File: src/rtl/dmem_pkg.sv
// Shared types and constants for the multi-cycle data-memory responder.
package dmem_pkg;

    localparam int unsigned WORD_W          = 32;
    localparam int unsigned DEFAULT_DEPTH   = 32;
    localparam int unsigned DEFAULT_LATENCY = 4;

    typedef enum logic [1:0] {
        ST_IDLE = 2'd0,
        ST_BUSY = 2'd1,
        ST_DONE = 2'd2
    } state_e;

endpackage

File: src/rtl/dmem_array.sv
// Synchronous single-port word array with a registered read port.
// Contents are not reset; only the read register is.
module dmem_array
    import dmem_pkg::*;
#(
    parameter  int unsigned DEPTH = DEFAULT_DEPTH,
    localparam int unsigned IDX_W = $clog2(DEPTH)
) (
    input  logic              clk_i,
    input  logic              rst_ni,
    input  logic              we_i,
    input  logic              re_i,
    input  logic [IDX_W-1:0]  idx_i,
    input  logic [WORD_W-1:0] wdata_i,
    output logic [WORD_W-1:0] rdata_o
);

    logic [WORD_W-1:0] mem_q [DEPTH];
    logic [WORD_W-1:0] rdata_q;

    // Word write on strobe; storage has no reset.
    always_ff @(posedge clk_i) begin
        if (we_i) begin
            mem_q[idx_i] <= wdata_i;
        end
    end

    // Read register captures the addressed word on the read strobe.
    always_ff @(posedge clk_i) begin
        if (!rst_ni) begin
            rdata_q <= '0;
        end else if (re_i) begin
            rdata_q <= mem_q[idx_i];
        end
    end

    assign rdata_o = rdata_q;

endmodule

File: src/rtl/dmem_responder.sv
// Multi-cycle data-memory responder for the MEM-stage load/store port.
// Holds the pipeline for LATENCY cycles, then performs the access and
// pulses ack_o for one cycle. Define DMEM_MISALIGN_ERR_EN to suppress
// misaligned accesses and flag them on err_o.
module dmem_responder
    import dmem_pkg::*;
#(
    parameter int unsigned DEPTH   = DEFAULT_DEPTH,
    parameter int unsigned LATENCY = DEFAULT_LATENCY
) (
    input  logic              clk_i,
    input  logic              rst_i,
    input  logic              req_i,
    input  logic              we_i,
    input  logic [31:0]       addr_i,
    input  logic [WORD_W-1:0] data_i,
    output logic              ack_o,
    output logic [WORD_W-1:0] data_o,
`ifdef DMEM_MISALIGN_ERR_EN
    output logic              err_o,
`endif
    output logic              stall_o
);

    localparam int unsigned IDX_W = $clog2(DEPTH);
    localparam int unsigned CNT_W = (LATENCY > 1) ? $clog2(LATENCY) : 1;

    state_e             state_q, state_d;
    logic [CNT_W-1:0]   cnt_q, cnt_d;
    logic               we_q, we_d;
    logic [IDX_W-1:0]   idx_q, idx_d;
    logic [WORD_W-1:0]  wdata_q, wdata_d;
    logic               ack_q, ack_d;
    logic               err_q, err_d;
    logic               misalign_c;
    logic               mem_we_c;
    logic               mem_re_c;
    logic               unused_addr_bits;

`ifdef DMEM_MISALIGN_ERR_EN
    logic [1:0]         off_q, off_d;

    // Byte offset of the latched request decides whether the access is suppressed.
    always_ff @(posedge clk_i) begin
        if (!rst_i) begin
            off_q <= 2'b00;
        end else begin
            off_q <= off_d;
        end
    end

    assign misalign_c = (off_q != 2'b00);
    assign off_d      = (state_q == ST_IDLE && req_i) ? addr_i[1:0] : off_q;
    assign err_o      = err_q;
`else
    assign misalign_c = 1'b0;
`endif

    // Address bits outside the word index never influence the access.
    assign unused_addr_bits = ^{addr_i[31:2+IDX_W], addr_i[1:0]};

    // State, counter, latched request and response flags.
    always_ff @(posedge clk_i) begin
        if (!rst_i) begin
            state_q <= ST_IDLE;
            cnt_q   <= '0;
            we_q    <= 1'b0;
            idx_q   <= '0;
            wdata_q <= '0;
            ack_q   <= 1'b0;
            err_q   <= 1'b0;
        end else begin
            state_q <= state_d;
            cnt_q   <= cnt_d;
            we_q    <= we_d;
            idx_q   <= idx_d;
            wdata_q <= wdata_d;
            ack_q   <= ack_d;
            err_q   <= err_d;
        end
    end

    // Next-state, latency countdown and access strobes.
    always_comb begin
        state_d  = state_q;
        cnt_d    = cnt_q;
        we_d     = we_q;
        idx_d    = idx_q;
        wdata_d  = wdata_q;
        ack_d    = 1'b0;
        err_d    = 1'b0;
        mem_we_c = 1'b0;
        mem_re_c = 1'b0;

        unique case (state_q)
            ST_IDLE: begin
                if (req_i) begin
                    we_d    = we_i;
                    idx_d   = addr_i[2 +: IDX_W];
                    wdata_d = data_i;
                    cnt_d   = CNT_W'(LATENCY - 1);
                    state_d = ST_BUSY;
                end
            end
            ST_BUSY: begin
                if (cnt_q != '0) begin
                    cnt_d = cnt_q - CNT_W'(1);
                end else begin
                    mem_we_c = we_q && !misalign_c;
                    mem_re_c = !we_q && !misalign_c;
                    ack_d    = 1'b1;
                    err_d    = misalign_c;
                    state_d  = ST_DONE;
                end
            end
            ST_DONE: begin
                // req_i here still belongs to the completed access.
                state_d = ST_IDLE;
            end
            default: begin
                state_d = ST_IDLE;
            end
        endcase
    end

    // Stall is combinational so the CPU freezes in the request cycle itself.
    assign stall_o = ((state_q == ST_IDLE) && req_i) || (state_q == ST_BUSY);
    assign ack_o   = ack_q;

    // A reset landing on the access cycle must not commit the write.
    dmem_array #(
        .DEPTH (DEPTH)
    ) u_array (
        .clk_i   (clk_i),
        .rst_ni  (rst_i),
        .we_i    (mem_we_c && rst_i),
        .re_i    (mem_re_c),
        .idx_i   (idx_q),
        .wdata_i (wdata_q),
        .rdata_o (data_o)
    );

endmodule
File: config.mk
export PLATFORM = sky130hd
export DESIGN_NAME = dmem_responder
export DESIGN_NICKNAME = d
export VERILOG_FILES = /design/src/rtl/dmem_pkg.sv /design/src/rtl/dmem_array.sv /design/src/rtl/dmem_responder.sv
export SDC_FILE = /design/constraint.sdc
export NUM_CORES = 1
export LEC_CHECK = 0
export BUFFER_PORTS_ARGS = -buffer_cell sky130_fd_sc_hd__buf_4
export CAP_MARGIN = 40
export CORE_ASPECT_RATIO = 0.9
export CORE_MARGIN = 1
export CORE_UTILIZATION = 43
export CTS_BUF_LIST = sky130_fd_sc_hd__clkbuf_4 sky130_fd_sc_hd__clkbuf_8 sky130_fd_sc_hd__clkbuf_16
export DETAILED_ROUTE_END_ITERATION = 16
export PLACE_DENSITY = 0.7
export SLEW_MARGIN = 25
export SYNTH_ARGS = -nofsm -noshare
export SYNTH_HDL_FRONTEND = slang
export SYNTH_SLANG_ARGS = --single-unit
File: constraint.sdc
create_clock -name clk_i -period 5.1 [get_ports clk_i]
set_input_delay 1.02 -clock clk_i [delete_from_list [all_inputs] [get_ports clk_i]]
set_output_delay 1.02 -clock clk_i [all_outputs]
set_load 0.005 [all_outputs]
### Yosys cells after proc, flatten, opt, wreduce, memory -nomap -nowiden

Memories as Yosys holds them, arrays and structs flattened. A register that Yosys moved wholly into a read port is not among the register bits.
Index checks and enable logic that the tools add are counted.

| word-level totals | value |
|---|---|
| flip-flop bits (word level) | 43 |
| memory bits (writable) | 1024 |
| output and inout bits | 34 |
| memories kept | 1 |

Memory list:

| memory | depth | width | rd ports | clocked after memory_dff | wr ports | RTL line | source |
|---|---|---|---|---|---|---|---|
| u_array.mem_q | 32 | 32 | 1 | 1 | 1 | dmem_array.sv:18 | `logic [WORD_W-1:0] mem_q [DEPTH];` |

| operators by class | value |
|---|---|
| $add $sub $neg | 1 |
| equal/unequal tests | 4 |
| multiplexer cells | 13 |
| reduce and logical (&&, ||, !) cells | 12 |

Operators with widths:

| kind | number |
|---|---|
| $mux 2 | 4 |
| $pmux 2 s2 | 2 |
| $mux 1 | 7 |
| $ne 2x2->1 const B | 3 |
| $reduce_and 2->1 | 3 |
| $reduce_bool 2->1 | 2 |
| $reduce_and 3->1 | 1 |
| $eq 2x1->1 const B | 1 |
| $logic_and 1x1->1 | 2 |
| $logic_not 1->1 | 2 |
| $logic_not 2->1 | 1 |
| $sub 2x1->2 const B | 1 |
| $logic_or 1x1->1 | 1 |

### Longest topological paths before layout

Gate-level depths: netlist of run 1.

| depth | value |
|---|---|
| word-level depth | 6 |
| mapped depth | 9 |
| gate-level depth less buffers | 7 |

### Modules after synthesis

A second synthesis of run 1 with hierarchy kept.

| second synthesis, totals | value |
|---|---|
| cells, all modules | 2221 |
| area total of the unflattened synthesis | 41533.6 um^2 |

By module, submodules not included:

| module | times used | cells an instance | area each (um^2) | sequential area each (um^2) |
|---|---|---|---|---|
| dmem_array | 1 | 2032 | 39995.9 | 31390.1 |
| dmem_responder | 1 | 189 | 1537.7 | 860.8 |

### Least setup slack after synthesis of run 1

OpenSTA, ideal clock, no wires.

| path | value |
|---|---|
| kind | input to register |
| from | input rst_i |
| to | memory u_array.mem_q[4][0], enable pin |
| library setup time | 0.461 ns |
| arrival | 3.862 ns |
| setup slack | 0.777 ns |
| cell stages on the path | 5 |
| buffers on the path | 0 |
| cell sequence | and4b_1 > nand2_1 > nor2_1 > nand2_1 > nor3_1 |

| on the way | value |
|---|---|
| cells in the longest elaborated chain, start to end | 3 |

RTL lines:

| what | RTL line | source |
|---|---|---|
| from (decl) | dmem_responder.sv:12 | `input logic rst_i,` |
| $logic_and 1x1->1 | dmem_responder.sv:136 | `.we_i (mem_we_c && rst_i),` |
| $mux 1 | dmem_array.sv:23 | `if (we_i) begin` |
| $mux 1 (not written as such) | dmem_array.sv:24 | `mem_q[idx_i] <= wdata_i;` |
| to (decl) | dmem_array.sv:18 |  |

No other way between the ends.

==> flow_metrics.tcl, run 1 <==
set metrics [dict create \
    run_status "finished clean" \
    synth-seq-cells 1099 \
    power_frac_seq_pct 54.0 \
    cp_top_family "simple AND/OR/NAND/NOR gates" \
    grt_antenna_before_repair 2 \
    largest_family_of_logic_cells_by_synthesized_area "multiplexers" \
    post_synth_and_or_nand_nor_area_fraction_pct 3.03 \
    synth.yosys.seq_area_share_pct 76.4 \
    grt_pass1_vias 22300 \
    vias 22400 \
    comb_power_share_pct 5.3 \
    drtAntennaViolNets 0 \
    internal_power_mw 14.7 \
    cts_setup_buffers 0 \
    max_stage_delay_ns 0.78 \
    yosys_warnings 0 \
    met3WireLength_mm 9.50 \
    ir_drop_uv 270 \
    postSynthNetCount 2327 \
    remaining_drc_errors 0 \
    dp_hpwl_mm 64.6 \
    critical_path.slowest_cell "nor4_1" \
    cts.root.buffer_cell "clkbuf_16" \
    post-synth-top-count-cell "edfxtp_1" \
    syn-mean-instance-area_um2 18.7 \
    top_cell_type_s_share_of_synthesized_area_pct 72.8 \
    area_share_of_fa_ha_maj_cells_after_synthesis_pct 0.0296 \
    max_slew_margin_pct 29.6 \
    rows 108 \
    final_max_slew_viol_count 0 \
    floorplan.initialDensity_pct 43.6 \
    wire_per_inst_um 27.7 \
    r2r-start "idx_q[2]$_SDFFE_PN0P_" \
    power.density_cell_area_nw_per_um2 387 \
    top_post_synthesis_cells_by_count "1024 x edfxtp_1, 303 x mux2i_1, 109 x nand2_1" \
    startpoint_of_the_most_critical_setup_path "idx_q[2]$_SDFFE_PN0P_" \
    groute.usage.overall_pct 20.8 \
    cp_cell_sequence "buf_4, nand4bb_1, o22ai_1, nor4_1, a21oi_1" \
    post-route-util_pct 49.9 \
    final_net_count 2481 \
    clk_latency_ns 0.68 \
    p_clk_share_pct 40.7 \
    p_sw_share_pct 21.2 \
    crit_arrival_ns 3.79 \
    flow.area_growth_from_synthesis_pct 14.5 \
    io_buffers 74 \
    tritoncts_num_sinks 1099 \
    skew_ns 0.0247 \
    maxCapViolCount 0 \
    core_um2 96900 \
    final_min_period_over_clock_period_pct 64.2 \
    sum_neg_setup_slack_ns 0 \
    grt_start_max_net_pins 138 \
    detail_route.wirelength_mm 104 \
    fp.dieW_um 332 \
    critical_path.max_fanout 44 \
    fmaxAchievable_ghz 0.305 \
    yosysTopAreaCell "edfxtp_1" \
    critical_path_end_type "flip-flop" \
    most_used_dff_post_synth "edfxtp_1" \
    nFillCells 7634 \
    synth_compound_gate_area_share_pct 5.40 \
    firstDrtPassIters 5 \
    whs_ns 0.455 \
    drt_iter0_drc 2880 \
    setup_viol 0 \
    final-hold-violation-count 0 \
    post_cts_resized 0 \
    worst_slew_pin_slew_ns 1.06 \
    crit_path_start_kind "flip-flop" \
    cts_max_path_buffers 3 \
    die_area_um2 99400 \
    htreeDepth 3 \
    timing.critical_path.buf_inv 1 \
    met1Wirelength_mm 42.1 \
    synth.mux.area_fraction_pct 12.8 \
    hold_fix_buffer_count_after_cts 0 \
    p_sw_mw 3.96 \
    grt_pass1_wl_mm 151 \
    vias_per_cell 5.95 \
    cts_inserted_buffers 104 \
    timing.setup.critical_path_class "reg2reg" \
    grt-ovfl-total 0 \
    synthTopCellsByArea "edfxtp_1 73%, mux2i_1 7.2%, mux4_2 4.9%" \
    fin_crit_period_ns 3.28 \
    chipHeight_um 299 \
    hold_path.startpoint "wdata_q[5]$_SDFFE_PN0P_" \
    synth_edf_count 1024 \
    worstHoldPathType "reg2reg" \
    floorplan.io_pins 102 \
    required_worst_endpoint_ns 5.61 \
    cts_tree "yes" \
    power.static_leakage_nw 15.5 \
    postSynthCellCount 2258 \
    layout-drive-gt1-share_pct 21.3 \
    top_layer "met4" \
    globalplace.congestion 0.831 \
    rsz0062_at_grt "no" \
    met2_routed_wirelength_mm 49.8 \
    syn_area_um2 42200 \
    async_flop_share_pct 0 \
    post_synth_num_cell_types 67 \
    clk_transition_reported_paths_ns 0.06 \
    parity_gate_share_of_the_synthesized_area_counting_xor_and_xnor_cells_pct 0 \
]
## worst register-to-register path, cell delays in order, from the launching register on
cell and delay [ns]:
dfxtp_4 0.73, buf_4 0.54, nand4bb_1 0.69, o22ai_1 0.23
nor4_1 0.78, a21oi_1 0.13
## sequential cells by signal, indices dropped and copies added (netlist names)
register	cells
u_array.rdata_o	32
wdata_q	32
cnt_q	2
we_q	1
u_array.mem_q	1024
ack_o	1
state_q	2
idx_q	5
## path summary, 6_finish.rpt
check | slack [ns] | depth (start not counted) | end
max | 1.82 | 5 | u_array.rdata_o[23]$_SDFFE_PN0P_
min | 0.46 | 2 | wdata_q[5]$_SDFFE_PN0P_
max reg2reg | 1.82 | 5 | u_array.rdata_o[23]$_SDFFE_PN0P_
min reg2reg | 0.46 | 2 | wdata_q[5]$_SDFFE_PN0P_
## power groups by stage
| stage | logic (mW) | clock network, mW | registers, mW |
|---|---|---|---|
| finish | 0.996 | 7.60 | 10.1 |
| global route | 1.06 | 8.03 | 10.1 |
| CTS | 0.956 | 7.68 | 10.1 |
| floorplan | 0.630 | 0 | 10.2 |
| global placement | 0.844 | 0 | 10.4 |
| detailed placement | 0.952 | 0 | 10.3 |
## kinds of logic (layout without fill, tap and decap cells)
logic type | count (synthesis) | count (layout)
flops | 1099 | 1099
compound gates | 355 | 355
simple gates | 255 | 255
fa+ha+maj | 1 | 1
buf+inv | 136 | 376
other cells | 0 | 1
mux | 412 | 412
## placed cells by master (no fill, tap or decap), types with 7 or more instances in the layout
master     synthesis  final
edfxtp_1        1024   1024
mux2i_1          303    303
buf_4             32    130
nand2_1          109    108
clkbuf_16          0    106
mux4_2            92     92
o22ai_1           76     76
a21oi_1           69     69
o21ai_0           66     66
dfxtp_1           75     61
clkbuf_4           0     40
a22oi_1           39     39
nor2_1            55     30
a31oi_1           28     28
nor2_4             0     24
a221oi_1          21     21
clkinv_2           0     21
nor4_1            14     14
buf_6             25     14
o32ai_1           13     13
clkinv_1           0     12
buf_16             0     12
a211o_1           11     11
buf_8              5     11
nor3_1            18     10
dfxtp_2            0     10
nor3_2             1      9
mux2_2             9      9
mux4_1             8      8
buf_12             4      8
a21o_1             7      7
## stage by stage
step	setup WS, ns	cells	instance area (um^2)	total power, mW
6_report	1.82	3764	48300	18.7
5_1_grt	1.64	3764	48300	19.2
4_1_cts	1.56	3754	48200	18.8
3_5_place_dp	1.13	3562	44800	11.3
3_3_place_gp	1.16	3528	44200	11.2
2_1_floorplan	0.777	2258	42200	10.9
## layout make-up
type	instances	area (um^2)	area share [%]
flip-flops and latches	1099	32300	66.8
multi-input cells	1023	9220	19.1
clock buffers	148	2980	6.17
repair buffers	179	1820	3.76
well taps	1265	1580	3.28
clock inverters	44	414	0.857
inverters	5	18.8	0.0388
diodes	1	2.50	0.00518
## routing by layer
layer,up-vias,GRT usage [%]
met4,0,6.55
met3,191,3.51
li1,9486,-
met1,11500,29.0
met5,-,0
met2,1192,33.6
Note: power is estimated with default switching activity, not from simulation.
==> inputs of run 2 (changes only) <==
PLACE_DENSITY = 0.73   (was 0.7)
clock period = 2.8 ns   (was 5.1 ns; I/O delays follow)
==> run 2 against run 1 <==
Compared with the run above:
- first-iteration DRC count grew 3.4%
- critical path depth grew 1
- sequential cell count is the same
==> flow_metrics.tcl, run 2 (synthesized netlist as in run 1, its figures left out) <==
set metrics [dict create \
    max_slew_margin_pct 48.6 \
    groute.usage.overall_pct 21.3 \
    chipHeight_um 299 \
    critical_path_end_type "flip-flop" \
    grt_antenna_before_repair 0 \
    timing.setup.critical_path_class "reg2reg" \
    largest_reg_flops 1024 \
    fp.dieW_um 332 \
    floorplan.io_pins 102 \
    final-hold-violation-count 0 \
    fmaxAchievable_ghz 0.386 \
    vias 22900 \
    final_net_count 2554 \
    drt_iter0_drc 2979 \
    run_status "finished clean" \
    remaining_drc_errors 0 \
    critical_path.slowest_cell "dfxtp_4" \
    final_cell_mix "1024 x edfxtp_1, 303 x mux2i_1, 177 x buf_4" \
    critical_path.max_fanout 41 \
    firstDrtPassIters 5 \
    dp_hpwl_mm 66.1 \
    final_min_period_over_clock_period_pct 92.6 \
    fin_crit_period_ns 2.59 \
    grt_pass1_vias 23200 \
    skew_ns 0.0294 \
    totalPowerFinal_mw 34.9 \
    wire_per_inst_um 27.9 \
    power.static_leakage_nw 16.0 \
    grt_start_max_net_pins 93 \
    rows 108 \
    cts_max_path_buffers 3 \
    rsz0062_at_grt "no" \
    cts_setup_buffers 0 \
    floorplan.initialDensity_pct 43.6 \
    io_buffers 74 \
    required_worst_endpoint_ns 3.38 \
    crit_arrival_ns 3.17 \
    ir_drop_uv 567 \
    regMostFlops "u_array.mem_q" \
    cts_inserted_buffers 102 \
    drtAntennaViolNets 0 \
    globalplace.congestion 0.842 \
    detail_route.wirelength_mm 107 \
    crit_path_start_kind "flip-flop" \
    htreeDepth 3 \
    final_max_slew_viol_count 0 \
    grt-ovfl-total 0 \
    flow.area_growth_from_synthesis_pct 17.2 \
    cts_tree "yes" \
    nFillCells 7378 \
    grt_pass1_wl_mm 155 \
    most_common_cell_after_layout_fill_and_taps_aside "edfxtp_1" \
    clk_transition_reported_paths_ns 0.07 \
    timing.critical_path.buf_inv 1 \
    setup_viol 0 \
    layout-drive-gt1-share_pct 23.6 \
    cp_top_family "flip-flops" \
    place.detailed.instances 3642 \
    cp_cell_sequence "nand4bb_1, buf_4, o22ai_1, a211o_1, a221oi_2, a31oi_1" \
    max_stage_delay_ns 0.74 \
    clk_latency_ns 0.68 \
    cts.root.buffer_cell "clkbuf_16" \
    post_layout_nonfiller_instances 3840 \
    core_um2 96900 \
    hold_fix_buffer_count_after_cts 0 \
    worst_slew_pin_slew_ns 0.766 \
    power.density_cell_area_nw_per_um2 706 \
    tritoncts_num_sinks 1099 \
    worstHoldPathType "in2reg" \
    post_cts_resized 0 \
    maxCapViolCount 0 \
    die_area_um2 99400 \
    vias_per_cell 5.96 \
]
-- run 2: cell count changes in the layout (fill, tap and decap cells not counted), sizes merged --
cell | before | now
inv | 8 | 7
clkinv | 34 | 28
clkdlybuf4s15 | 1 | 0
bufinv | 6 | 11
buf | 177 | 254
clkbuf | 149 | 150
clkinvlp | 1 | 2
-- run 2: metal layers --
metal,vias to the layer above,wire length [um],GRT usage [%]
met4,0,3230,7.03
met5,-,0,0
met1,11700,42300,29.1
met2,1320,50900,34.3
met3,206,10600,4.39
li1,9632,-,-
-- run 2: report_power, final --
group	internal [mW]	switching [mW]
Clock	8.71	5.95
Sequential	18.1	0.220
Combinational	0.795	1.18
Total	27.6	7.35
-- run 2: worst paths after layout --
kind	cells after the start	startpoint	slack, ns	to
min	3	data_i[21]	0.13	wdata_q[21]$_SDFFE_PN0P_
max	6	idx_q[2]$_SDFFE_PN0P_	0.21	u_array.rdata_o[8]$_SDFFE_PN0P_
max reg2reg	6	idx_q[2]$_SDFFE_PN0P_	0.21	u_array.rdata_o[8]$_SDFFE_PN0P_
min reg2reg	2	wdata_q[6]$_SDFFE_PN0P_	0.46	wdata_q[6]$_SDFFE_PN0P_
-- run 2: layout make-up --
| cell class | count | area, um^2 | area share [%] |
|---|---|---|---|
| Timing Repair Buffer | 254 | 2690 | 5.44 |
| Inverter | 5 | 18.8 | 0.0379 |
| Clock inverter | 43 | 562 | 1.14 |
| Multi-Input combinational cell | 1023 | 9270 | 18.7 |
| Tap cell | 1265 | 1580 | 3.20 |
| Antenna cell | 1 | 2.50 | 0.00506 |
| Clock buffer | 150 | 3090 | 6.24 |
| Sequential cell | 1099 | 32300 | 65.2 |
-- run 2: per-stage QoR --
stage,area (um^2),hold slack (ns),TNS (ns),util [%],setup WS [ns]
floorplan,42300,0.443,-335.58,-,-0.425
global placement,45400,0.452,0,46.8,0.0629
detailed placement,45800,0.451,0,47.2,0.191
CTS,49400,0.115,0,51.0,0.187
global route,49500,0.128,0,51.1,0.112
finish,49500,0.132,0,51.1,0.208
-- run 2: worst register-to-register path: stages, from the launching register on --
cell and delay, ns:
dfxtp_4 0.74, nand4bb_1 0.74, buf_4 0.40, o22ai_1 0.17, a211o_1 0.17, a221oi_2 0.05, a31oi_1 0.22
